[config.mk]
export PLATFORM = sky130hd
export DESIGN_NAME = decoder_2to4_pipe
export DESIGN_NICKNAME = d
export VERILOG_FILES = /design/src/rtl/codec_pkg.sv /design/src/rtl/sat_counter.sv /design/src/rtl/decoder_2to4_pipe.sv
export SDC_FILE = /design/constraint.sdc
export NUM_CORES = 1
export LEC_CHECK = 0
export CORE_UTILIZATION = 40
export CTS_BUF_LIST = sky130_fd_sc_hd__clkbuf_2 sky130_fd_sc_hd__clkbuf_4 sky130_fd_sc_hd__clkbuf_8
export DETAILED_ROUTE_END_ITERATION = 10
export GPL_TIMING_DRIVEN = 0
export PLACE_DENSITY = 0.7
export SLEW_MARGIN = 40
export SYNTH_ARGS = -nofsm -noshare
export SYNTH_HDL_FRONTEND = slang
export SYNTH_SLANG_ARGS = --single-unit
[constraint.sdc]
create_clock -name clk -period 1.9 [get_ports clk]
set_clock_uncertainty 0.05 [all_clocks]
set_input_delay 0.38 -clock clk [delete_from_list [all_inputs] [get_ports clk]]
set_output_delay 0.38 -clock clk [all_outputs]
set_load 0.02 [all_outputs]
[src/rtl/codec_pkg.sv]
// rtl/codec_pkg.sv - shared code/line definitions for the 4-to-2 encoder and 2-to-4 decoder
package codec_pkg;

    localparam int CODE_W = 2;
    localparam int LINES  = 4;

    typedef logic [CODE_W-1:0] code_t;
    typedef logic [LINES-1:0]  line_t;

    function automatic line_t onehot_of(input code_t code);
        return line_t'(1) << code;
    endfunction

    // Lowest set line wins; an all-zero word maps to code 0.
    function automatic code_t code_of(input line_t lines);
        code_t code;
        code = '0;
        for (int i = LINES - 1; i >= 0; i--) begin
            if (lines[i]) begin
                code = code_t'(i);
            end
        end
        return code;
    endfunction

endpackage

[src/rtl/sat_counter.sv]
// rtl/sat_counter.sv - saturating up-counter with synchronous clear
module sat_counter #(
    parameter int CNT_W = 8
) (
    input  logic             clk,
    input  logic             rst,
    input  logic             clr,
    input  logic             inc,
    output logic [CNT_W-1:0] cnt
);

    // Clear outranks a same-cycle increment so a clear always lands on zero.
    always_ff @(posedge clk) begin
        if (rst || clr) begin
            cnt <= '0;
        end else if (inc && (cnt != {CNT_W{1'b1}})) begin
            cnt <= cnt + 1'b1;
        end
    end

endmodule

[src/rtl/decoder_2to4_pipe.sv]
// rtl/decoder_2to4_pipe.sv - registered 2-to-4 one-hot decoder with handshake and per-line hit counters
module decoder_2to4_pipe
    import codec_pkg::*;
#(
    parameter int CNT_W = 8
) (
    input  logic                   clk,
    input  logic                   rst,
    input  logic                   in_valid,
    output logic                   in_ready,
    input  logic [CODE_W-1:0]      a,
    input  logic                   en,
    output logic                   out_valid,
    input  logic                   out_ready,
    output logic [LINES-1:0]       y,
    input  logic                   clr_cnt,
    output logic [LINES*CNT_W-1:0] hit_cnt
);

    logic             in_fire;
    logic             out_fire;
    logic [LINES-1:0] inc;

    // Single-stage skid-free pipe: a draining word frees the slot in the same cycle.
    assign in_ready = !out_valid || out_ready;
    assign in_fire  = in_valid && in_ready && !rst;
    assign out_fire = out_valid && out_ready;

    always_ff @(posedge clk) begin
        if (rst) begin
            out_valid <= 1'b0;
            y         <= '0;
        end else if (in_fire) begin
            out_valid <= 1'b1;
            y         <= en ? onehot_of(a) : '0;
        end else if (out_fire) begin
            out_valid <= 1'b0;
        end
    end

    for (genvar k = 0; k < LINES; k++) begin : g_line
        assign inc[k] = in_fire && en && (a == code_t'(k));

        sat_counter #(
            .CNT_W(CNT_W)
        ) u_cnt (
            .clk(clk),
            .rst(rst),
            .clr(clr_cnt),
            .inc(inc[k]),
            .cnt(hit_cnt[k*CNT_W +: CNT_W])
        );
    end

endmodule
== Word level (Yosys, flattened, before mapping) ==
Index checks and enable logic that the tools add are counted.
Cells by class
  add/subtract/negate cells: 4
  equal/unequal tests: 7
  shifts and indexed selects: 1
  muxes and demuxes: 3
  reductions and logical operators: 18
Operators by type and width (count)
  $add 8x1->8 const B: 4
  $ne 8x8->1 const B: 4
  $logic_and 1x1->1: 12
  $eq 2x2->1 const B: 2
  $mux 4: 1
  $shl 1x2->4 const A: 1
  $eq 2x1->1 const B: 1
  $logic_not 1->1: 2
  $logic_not 2->1: 1
  $logic_or 1x1->1: 2
  $mux 1: 2
  $reduce_bool 2->1: 1
Word-level totals
  flip-flop bits (word level): 37
  bits of input ports: 8
  logic and storage cells: 39

== Logic depth before layout (Yosys ltp) ==
  word-level depth: 7
  depth in mapped cells: 7
  gate-level depth less buffers: 5

== Modules after synthesis ==
A second synthesis with hierarchy kept.
Unflattened totals
  cell total of the unflattened synthesis: 218
  area, all modules: 1939.4 µm²
By module, submodules not included
  sat_counter: instances 4, cells each 48, area each 421.7 µm², sequential area each 160.2 µm²
  decoder_2to4_pipe: instances 1, cells each 26, area each 252.7 µm², sequential area each 100.1 µm²

== Worst setup path before layout ==
OpenSTA, ideal clock, no wires.
  path type: reg2reg
  from: register out_valid
  to: register g_line[1].u_cnt.cnt[7]
  setup time: 0.132 ns
  data arrival time: 1.808 ns
  setup slack: -0.090 ns
  stages on the path, launching flop included: 8
  path buffers: 3
  clock period less this slack: 1.990 ns
  cells stage by stage: dfxtp_1 -> nor2b_4 -> buf_6 -> or4_1 -> buf_2 -> buf_2 -> o41ai_1 -> a21oi_1
Between the ends
  word-level cells in the longest chain between the ends: 7
RTL lines
  start, declared: line decoder_2to4_pipe.sv:13  | output logic out_valid,
  start signal, assigned: line decoder_2to4_pipe.sv:31  | out_valid <= 1'b0;
  start signal, assigned: line decoder_2to4_pipe.sv:34  | out_valid <= 1'b1;
  start signal, assigned: line decoder_2to4_pipe.sv:37  | out_valid <= 1'b0;
  $logic_not 1->1: line decoder_2to4_pipe.sv:25  | assign in_ready = !out_valid || out_ready;
  $logic_or 1x1->1: line decoder_2to4_pipe.sv:25
  $logic_and 1x1->1 (2 in a row): line decoder_2to4_pipe.sv:26  | assign in_fire = in_valid && in_ready && !rst;
  $logic_and 1x1->1 (2 in a row): line decoder_2to4_pipe.sv:42  | assign inc[k] = in_fire && en && (a == code_t'(k));
  $logic_and 1x1->1: line sat_counter.sv:16  | end else if (inc && (cnt != {CNT_W{1'b1}})) begin
  end signal, assigned: line sat_counter.sv:17  | cnt <= cnt + 1'b1;
  end, declared: line sat_counter.sv:9  | output logic [CNT_W-1:0] cnt
Every way passes these cells.
A chain may end at the register's enable or synchronous reset.

== Worst setup path after layout ==
  from: register g_line[1].u_cnt.cnt[2]
  to: output hit_cnt[10]
RTL lines
  end, declared: line decoder_2to4_pipe.sv:17  | output logic [LINES*CNT_W-1:0] hit_cnt
No word-level cell between the ends.

==> reports/metrics.cfg <==
[timing]
rsz0062_at_grt = no
min_period_ns = 1.83
hold_ws_ns = 0.442
tightest_slew_ns = 0.639
timing.fmax_ghz = 0.547
maxSlewHeadroom_pct = 57.1
period_share_pct = 96.1
setup_viol = 0
timing_hold_violations_final = 0
drv_slew = 0

[final_layout]
final_common_cell = clkdlybuf4s50_1
layout-drive-gt1-share_pct = 11.5
final_cell_mix = 38 x clkdlybuf4s50_1, 35 x dfxtp_1, 24 x a21oi_1
ff_latch_area_sq_um = 746
area_growth_pct = 36.0
nFillCells = 396
antenna_cells = 0
layout.nets = 282
multi_input_area_sq_um = 1090

[synthesis]
yosysWarnings = 0
avgSynthCellArea_sq_um = 8.42
synth_xor_area_share_pct = 0
synth_compound_area_share_pct = 21.5
synthAdderAreaFrac_pct = 2.70
synthMuxAreaShare_pct = 1.08
synthDistinctLibCells = 34
ys_ff_latch = 37
synth_simple_gate_area_share_pct = 30.3
synth_area_sq_um = 1850
synth_top_family_by_area = simple AND/OR/NAND/NOR gates
synth_cells = 220
synth_nets = 232
yosysSeqAreaShare_pct = 40.0

[floorplanning]
io_pins = 46
chipWidth_um = 70.1
coreArea_sq_um = 4410
die_y_um = 70.1
initial_utilization_pct = 42.0
num_rows = 24
dieArea_sq_um = 4910

[outcome]
status = complete, no violations

[drt]
wirelength_um = 4580
dr_total_vias = 1912
drc = 0
wl_per_cell_um = 14.2
vias_per_cell = 5.94
drtAntennaViolNets = 0
drt_iter0_markers = 123
drtPass1Iterations = 4

[run]
drv_cap = 0

[clocking]
ctsHoldBuffers = 0
cts-buffers-inserted = 5
clkTransAtPathRegs_ns = 0.07
clockBufferDepth = 2
numClockSinks = 37
cts_root_buf = clkbuf_8
htreeDepth = 2
cts_tree = yes
clk_latency_ns = 0.29

[placement]
place.port_buffers = 45
dp_hpwl_um = 3160
gp_congestion = 0.811

[setup_path]
path_cells = clkdlybuf4s50_1
cp.required_ns = 1.47
crit_arrival_ns = 1.40
crit_slowest_cell = clkdlybuf4s50_1
path_max_fanout = 8
path_buf_inv = 1
slowest_delay_ns = 0.65
cp-end-kind = output port
crit_family = buffers and inverters
start_kind = flip-flop
critPathKind = reg -> out

[pwr]
powerDensity_nw_per_um2 = 570
ir_drop_uv = 484
finalPower_w = 0.00144
p_leak_nw = 0.796

[grt]
grt_pass1_vias = 1748
grt_use_total_pct = 19.5
antenna_found_initial = 0
grt_max_degree = 11
grt_first_pass_wirelength_um = 7770
overflow = 0

[hold_path]
worstHoldPathType = reg -> reg

final cells by class:
type / instances / area share (%)
Buffer: 10 / 2.28
Inverter: 6 / 0.894
Timing Repair Buffer: 46 / 17.8
Tap cell: 52 / 2.58
Clock buffer: 7 / 3.57
Sequential cell: 37 / 29.6
Multi-Input combinational cell: 164 / 43.2
through the flow:
step	setup WS [ns]	TNS (ns)	cells	utilization [%]	area, sq um
6_report	0.0732	0	322	57.1	2520
5_1_grt	0.00719	0	322	57.1	2520
4_1_cts	0.00273	0	324	56.9	2510
3_5_place_dp	-0.619	-14.42	317	54.2	2390
3_3_place_gp	-0.647	-14.34	317	54.2	2390
2_1_floorplan	-0.0285	-0.0285	220	-	1880
where the power goes:
group	switching [W]	total, W	internal (W)
Combinational	0.0000518	0.0000850	0.0000331
Clock	0.000268	0.000570	0.000302
Sequential	0.00000242	0.000781	0.000778
state kept, by name, summed over array words and instances, names as in the netlist:
| name | cells |
|---|---|
| g_line.u_cnt.cnt | 32 |
| out_valid | 1 |
| y | 4 |
synthesized netlist by cell type:
| master | instances | area share, % |
|---|---|---|
| or4_1 | 13 | 5.3 |
| and2_1 | 2 | 0.68 |
| nand3_1 | 16 | 4.3 |
| a41o_1 | 1 | 0.54 |
| o21ai_0 | 8 | 2.2 |
| clkbuf_1 | 9 | 1.8 |
| nand4_1 | 5 | 1.7 |
| a211oi_1 | 1 | 0.41 |
| o21a_1 | 1 | 0.41 |
| a21oi_1 | 26 | 7.0 |
| nor3_1 | 5 | 1.4 |
| nand2_1 | 13 | 2.6 |
| nand3b_1 | 3 | 1.2 |
| buf_2 | 3 | 0.81 |
| nand2b_1 | 1 | 0.34 |
| nor2_1 | 12 | 2.4 |
| buf_6 | 1 | 0.61 |
| nor4_1 | 3 | 1.0 |
| a311oi_1 | 1 | 0.47 |
| or3_1 | 8 | 2.7 |
| and4_1 | 8 | 3.8 |
| or2_2 | 1 | 0.34 |
| nor2b_1 | 1 | 0.34 |
| nor4b_1 | 1 | 0.47 |
| nor2b_4 | 1 | 0.74 |
| o41ai_1 | 8 | 3.8 |
| ha_1 | 4 | 2.7 |
| inv_1 | 6 | 1.2 |
| dfxtp_1 | 37 | 40 |
| o311ai_0 | 5 | 2.4 |
| a31oi_1 | 2 | 0.68 |
| mux2i_1 | 2 | 1.1 |
| and3_1 | 3 | 1.0 |
| o31ai_1 | 9 | 3.6 |
routing by layer:
metal	global-route usage, %	part of all wire [%]
met4	6.67	0.94
met1	25.1	47
met5	0	0
met3	5.05	5.1
met2	31.6	47
path summary, 6_finish.rpt:
kind	start	to	slack (ns)	cells after the start
min reg2reg	g_line[1].u_cnt.cnt[6]$_SDFFE_PP0P_	g_line[1].u_cnt.cnt[6]$_SDFFE_PP0P_	0.44	2
max	g_line[1].u_cnt.cnt[2]$_SDFFE_PP0P_	hit_cnt[10]	0.07	1
max reg2reg	out_valid$_SDFFE_PP0P_	g_line[2].u_cnt.cnt[5]$_SDFFE_PP0P_	0.07	5
min	g_line[1].u_cnt.cnt[6]$_SDFFE_PP0P_	g_line[1].u_cnt.cnt[6]$_SDFFE_PP0P_	0.44	2
kinds of logic after synthesis:
kind of cell / count (synthesis)
AO/OA/AOI/OAI: 62
multiplexers: 2
buffers and inverters: 19
flip-flops: 37
adder cells (fa/ha/maj): 4
AND/OR/NAND/NOR: 96
repair_timing:
action / in CTS / in global routing
pin swaps: 5 / 2
buffers inserted: 1 / 0
setup endpoints to repair: 27 / 19
resized for setup: 18 / 15
Power figures use the tool's default switching activity.
